--- config.mk ---
export PLATFORM = sky130hd
export DESIGN_NAME = add64_rr_sched
export DESIGN_NICKNAME = d
export VERILOG_FILES = /design/src/rtl/add64_pkg.sv /design/src/rtl/adder_64.sv /design/src/rtl/rr_arbiter.sv /design/src/rtl/add64_rr_sched.sv
export SDC_FILE = /design/constraint.sdc
export NUM_CORES = 1
export LEC_CHECK = 0
export CAP_MARGIN = 20
export CORE_AREA = 10 10 249 251
export CTS_CLUSTER_SIZE = 30
export DETAILED_ROUTE_END_ITERATION = 10
export DIE_AREA = 0 0 259 261
export GPL_ROUTABILITY_DRIVEN = 0
export GPL_TIMING_DRIVEN = 1
export PLACE_DENSITY = 0.53
export SYNTH_ARGS = -nofsm -noshare
export SYNTH_HDL_FRONTEND = slang
export SYNTH_SLANG_ARGS = --single-unit
--- constraint.sdc ---
create_clock -name clk -period 48 [get_ports clk]
set_input_delay 9.6 -clock clk [delete_from_list [all_inputs] [get_ports clk]]
set_output_delay 9.6 -clock clk [all_outputs]
set_load 0.02 [all_outputs]
--- src/rtl/add64_pkg.sv ---
`default_nettype none
// ---------------------------------------------------------------------------
// add64_pkg : shared widths, defaults and response bundle for add64_rr_sched
// Rev 1.0
// ---------------------------------------------------------------------------
package add64_pkg;

    localparam int W        = 64;
    localparam int NREQ_DEF = 4;
    localparam int IDW_DEF  = 2;
    localparam int IDW_MAX  = 3;
    localparam int CNTW_DEF = 16;

    typedef enum logic {
        OUT_EMPTY = 1'b0,
        OUT_FULL  = 1'b1
    } out_state_e;

    // id is sized for the largest supported requester count (8)
    typedef struct packed {
        logic [IDW_MAX-1:0] id;
        logic [W-1:0]       sum;
        logic               cout;
    } rsp_t;

endpackage
`default_nettype wire

--- src/rtl/adder_64.sv ---
`default_nettype none
// ---------------------------------------------------------------------------
// adder_64 : 64-bit ripple-carry adder with carry-in and carry-out
// Rev 1.0
// ---------------------------------------------------------------------------
module adder_64 (
    input  logic [63:0] a,
    input  logic [63:0] b,
    input  logic        cin,
    output logic [63:0] sum,
    output logic        cout
);

    always_comb begin
        logic c;
        sum = '0;
        c   = cin;
        for (int k = 0; k < 64; k++) begin
            sum[k] = a[k] ^ b[k] ^ c;
            c      = (a[k] & b[k]) | (c & (a[k] ^ b[k]));
        end
        cout = c;
    end

endmodule
`default_nettype wire

--- src/rtl/rr_arbiter.sv ---
`default_nettype none
// ---------------------------------------------------------------------------
// rr_arbiter : combinational round-robin arbiter, search starts at last+1
// Rev 1.0
// ---------------------------------------------------------------------------
module rr_arbiter
    import add64_pkg::*;
#(
    parameter int NREQ = NREQ_DEF,
    parameter int IDW  = $clog2(NREQ)
) (
    input  logic [NREQ-1:0] req_i,
    input  logic [IDW-1:0]  last_i,
    input  logic            en_i,
    output logic [NREQ-1:0] gnt_o,
    output logic [IDW-1:0]  idx_o,
    output logic            any_o
);

    always_comb begin
        logic [IDW-1:0] cand;
        gnt_o = '0;
        idx_o = '0;
        any_o = 1'b0;
        cand  = '0;
        // k = NREQ wraps back to last itself, so it is checked last
        for (int k = 1; k <= NREQ; k++) begin
            cand = IDW'((int'(last_i) + k) % NREQ);
            if (!any_o && req_i[cand]) begin
                any_o = 1'b1;
                idx_o = cand;
            end
        end
        if (en_i && any_o) begin
            gnt_o[idx_o] = 1'b1;
        end
    end

endmodule
`default_nettype wire

--- src/rtl/add64_rr_sched.sv ---
`default_nettype none
// ---------------------------------------------------------------------------
// add64_rr_sched : round-robin sharing of one 64-bit adder with a registered
//                  valid/ready result stage and saturating grant counters
// Rev 1.0
// ---------------------------------------------------------------------------
module add64_rr_sched
    import add64_pkg::*;
#(
    parameter int NREQ = NREQ_DEF,
    parameter int W    = add64_pkg::W,
    parameter int IDW  = $clog2(NREQ),
    parameter int CNTW = CNTW_DEF
) (
    input  logic                 clk,
    input  logic                 rst,
    input  logic [NREQ-1:0]      req_valid,
    output logic [NREQ-1:0]      req_ready,
    input  logic [NREQ*W-1:0]    req_a,
    input  logic [NREQ*W-1:0]    req_b,
    input  logic [NREQ-1:0]      req_cin,
    output logic                 rsp_valid,
    input  logic                 rsp_ready,
    output logic [IDW-1:0]       rsp_id,
    output logic [W-1:0]         rsp_sum,
    output logic                 rsp_cout,
    output logic [NREQ*CNTW-1:0] grant_cnt
);

    out_state_e                 state_q, state_d;
    rsp_t                       rsp_q, rsp_d;
    logic [IDW-1:0]             last_q, last_d;
    logic [NREQ-1:0][CNTW-1:0]  cnt_q, cnt_d;

    logic                       can_issue;
    logic                       arb_en;
    logic [NREQ-1:0]            arb_gnt;
    logic [IDW-1:0]             arb_idx;
    logic                       arb_any;
    logic                       xfer;
    logic [IDW-1:0]             sel;
    logic [W-1:0]               op_a, op_b, add_sum;
    logic                       op_cin, add_cout;
    logic                       unused_id_bits;

    assign can_issue = (state_q == OUT_EMPTY) || rsp_ready;
    // Gating with rst keeps requests presented during reset from being accepted
    assign arb_en    = can_issue && !rst;

    rr_arbiter #(
        .NREQ (NREQ),
        .IDW  (IDW)
    ) u_arb (
        .req_i  (req_valid),
        .last_i (last_q),
        .en_i   (arb_en),
        .gnt_o  (arb_gnt),
        .idx_o  (arb_idx),
        .any_o  (arb_any)
    );

    assign req_ready = arb_gnt;
    assign xfer      = arb_any && arb_en;
    assign sel       = xfer ? arb_idx : '0;

    always_comb begin
        op_a   = req_a[W-1:0];
        op_b   = req_b[W-1:0];
        op_cin = req_cin[0];
        for (int i = 1; i < NREQ; i++) begin
            if (sel == IDW'(i)) begin
                op_a   = req_a[i*W +: W];
                op_b   = req_b[i*W +: W];
                op_cin = req_cin[i];
            end
        end
    end

    adder_64 u_add (
        .a    (op_a),
        .b    (op_b),
        .cin  (op_cin),
        .sum  (add_sum),
        .cout (add_cout)
    );

    always_comb begin
        state_d = state_q;
        rsp_d   = rsp_q;
        last_d  = last_q;
        cnt_d   = cnt_q;
        if (xfer) begin
            state_d            = OUT_FULL;
            rsp_d.id           = '0;
            rsp_d.id[IDW-1:0]  = arb_idx;
            rsp_d.sum          = add_sum;
            rsp_d.cout         = add_cout;
            last_d             = arb_idx;
            if (cnt_q[arb_idx] != {CNTW{1'b1}}) begin
                cnt_d[arb_idx] = cnt_q[arb_idx] + 1'b1;
            end
        end else if (state_q == OUT_FULL && rsp_ready) begin
            state_d = OUT_EMPTY;
        end
    end

    always_ff @(posedge clk) begin
        if (rst) begin
            state_q <= OUT_EMPTY;
            rsp_q   <= '0;
            last_q  <= IDW'(NREQ - 1);
            cnt_q   <= '0;
        end else begin
            state_q <= state_d;
            rsp_q   <= rsp_d;
            last_q  <= last_d;
            cnt_q   <= cnt_d;
        end
    end

    assign rsp_valid      = (state_q == OUT_FULL);
    assign rsp_id         = rsp_q.id[IDW-1:0];
    assign rsp_sum        = rsp_q.sum;
    assign rsp_cout       = rsp_q.cout;
    assign grant_cnt      = cnt_q;
    assign unused_id_bits = ^rsp_q.id;

endmodule
`default_nettype wire

==> impl_metrics.ini <==
[critical_path]
cp_slowest_cell = nor4_1
cp-end-kind = register
max_stage_delay_ns = 0.53
critPathMaxFanout = 67
arrival_ns = 42.56
crit_type = in -> reg
cpMostUsedCell = fa_1
cp-start-kind = input pin
critPathBufInv = 7
crit_required_ns = 48.29
crit_family = adder cells

[floorplanning]
die_y_um = 261
io_pins = 659
start_util_pct = 18.5
die_w_um = 259
fp.coreArea_mm2 = 0.0571
die_area_mm2 = 0.0676
rows = 88

[drt]
wl_per_cell_um = 25.7
drt_iter0_drc = 878
viasPerCell = 4.85
firstDrtPassIters = 5
ant_nets = 0
vias = 13500
drc = 0
drt_wl_total_um = 71700

[logic_synthesis]
synthesis.nets = 2023
synth_flop_cell = dfxtp_1
ys.warnings.count = 0
synth_edf_count = 0
synth_cell_types = 50
syn-instance-count = 1435
synth_seq_cells = 134
synth_area_mm2 = 0.0106
ys_seq_area_share_pct = 25.3
synthArstFlopShare_pct = 0
avgSynthCellArea_um2 = 7.38

[clocking]
cts_resized = 0
clock_sinks = 134
postCtsSetupBuffers = 0
tritoncts = yes
cts_buffers = 17
hold_buffers = 0
clk_pin_slew_ns = 0.06
cts_buffer_depth = 2
h-tree-depth = 4
clock_latency_ns = 0.44
cts-root-buf = clkbuf_16

[global_routing]
met1_usage_pct = 22.7
top_usage_layer = met2
antenna_found_initial = 25
use_met2_pct = 36.0
grt_overflow_total = 0
grt_use_met3_pct = 5.81
grt_use_total_pct = 20.0
grt_start_max_net_pins = 114
first_global_vias = 13600
grt_pass1_wl_um = 98900

[pwr]
ir_worst_vdd_mv = 0.0188
leakagePower_nw = 6.51
power_density_mw_per_mm2 = 30.2
finalPower_mw = 0.556

[timing]
rsz0062_at_grt = no
finClkSkew_ns = 0.0127
finalCriticalPeriod_ns = 42.28
max_freq_mhz = 23.7
finalSetupViolCount = 0
tightest_slew_ns = 0.931
relSlewSlack_pct = 37.3
hold_viol_final = 0
finalCritPeriodShare_pct = 88.1
slew_violations = 0
fin_tns_setup_ns = 0

[cells_and_area]
fin_nets = 2582
syn_to_final_growth_pct = 74.0
seq_area_mm2 = 0.00268
multi_input_area_mm2 = 0.00731
drive_above_1_share_pct = 4.19
fillers = 6106

[run_status]
status = complete, no violations

[placed_design]
numPortBuffers = 658
dp_hpwl_um = 59800

[flow_run]
maxCapViolCount = 0

[hold_path]
hp-class = reg -> reg
[layout by cell type, fill, tap and decap left out, types with 2 or more instances in the layout]
cell type	synthesis	layout
clkinvlp_4	0	3
diode_2	0	16
inv_1	7	6
fa_1	64	64
bufinv_16	0	2
nand4_1	2	2
buf_4	3	22
dfxtp_1	134	134
nand2_1	287	287
clkdlybuf4s50_1	0	657
a311oi_1	125	125
nor2_1	198	198
nand2b_1	5	5
clkinv_4	0	2
nor2b_1	3	3
a21oi_1	212	212
nor4_1	4	4
clkbuf_1	124	3
clkbuf_16	0	17
buf_12	0	2
clkinv_1	3	2
and4_1	4	4
nand3_1	11	9
nor4_2	5	5
nand3_4	1	3
mux2i_1	21	21
clkbuf_8	0	3
mux2i_2	2	2
a22oi_2	7	7
inv_6	0	2
o21ai_0	11	11
xnor2_1	11	11
nor3_1	51	50
a31oi_1	3	3
a22oi_1	4	4
nand4_4	2	2
a211oi_1	98	98
[power breakdown]
part | internal (mW) | total (mW) | switching, mW
combinational | 0.127 | 0.282 | 0.156
sequential | 0.126 | 0.136 | 0.0102
clock | 0.0812 | 0.138 | 0.0566
[layout make-up]
cell class                 instances  area share, %
tap                              765           5.20
antenna                           16          0.217
sequential                       134           14.6
clock buffer                      23           2.59
timing repair buffer             681           36.8
inverter                          10          0.258
multi-input combinational       1150           39.7
clock inverter                     9          0.639
[registers in the layout (all words and copies together), names as in the netlist]
signal	flops
last_q	2
rsp_sum	64
rsp_valid	1
rsp_cout	1
grant_cnt	64
rsp_id	2
[per-layer routing]
metal	share of wire [%]	wire length (µm)
met3	7.6	5480
met5	0.098	70
met4	2.2	1560
met2	51	36800
met1	39	27700
[synthesized netlist by cell type, types with 2 or more instances]
library cell  number  area share [%]
o21ai_0           11            0.52
dfxtp_1          134              25
a31oi_1            3            0.18
buf_6              5            0.53
clkinv_1           3            0.11
a311oi_1         125              10
buf_4              3            0.21
a21oi_1          212              10
inv_1              7            0.25
nand4_4            2            0.40
nand3_1           11            0.52
nand2_1          287              10
a22oi_1            4            0.28
nor4_2             5            0.59
clkbuf_1         124             4.4
nor2b_1            3            0.18
nand4_1            2            0.12
fa_1              64              12
a22oi_2            7            0.83
nor2_1           198             7.0
buf_1              6            0.21
mux2i_2            2            0.26
nand2b_1           5            0.30
xnor2_1           11            0.91
mux2i_1           21             2.0
a211oi_1          98             7.0
nor4_1             4            0.24
nor3_1            51             2.4
and4_1             4            0.33
buf_2              3            0.14
[cell families after synthesis]
kind of cell	synth area share, %
flip-flops	25.3
AO/OA/AOI/OAI	30.0
adder cells (fa/ha/maj)	12.2
XOR/XNOR	0.993
buffers and inverters	5.85
multiplexers	2.57
AND/OR/NAND/NOR	23.0
[through the flow]
stage               util (%)  instance area (µm²)  instances  hold WS (ns)  setup WS, ns
floorplan                  -                10600       1435         0.499          7.26
global placement        31.1                17800       2739         0.472          5.33
detailed placement      31.1                17800       2740         0.473          5.09
CTS                     32.2                18400       2772         0.482          5.50
global route            32.2                18400       2782         0.503          4.43
finish                  32.2                18400       2788         0.484          5.72
[path summary, 6_finish.rpt]
path | from | to | slack [ns] | cells past startpoint
worst max-delay path | req_valid[1] | rsp_sum[63] | 5.72 | 78
worst min-delay path | rsp_sum[16] | rsp_sum[16] | 0.48 | 2
worst max register to register | last_q[1] | rsp_sum[63] | 14.99 | 77
worst min register to register | rsp_sum[16] | rsp_sum[16] | 0.48 | 2
[tightest hold or removal path, stage by stage, from the launching register on]
cell and delay (ns):
dfxtp_1 0.31, nand2b_1 0.07, o21ai_0 0.06
(Power assumes the default switching activity.)
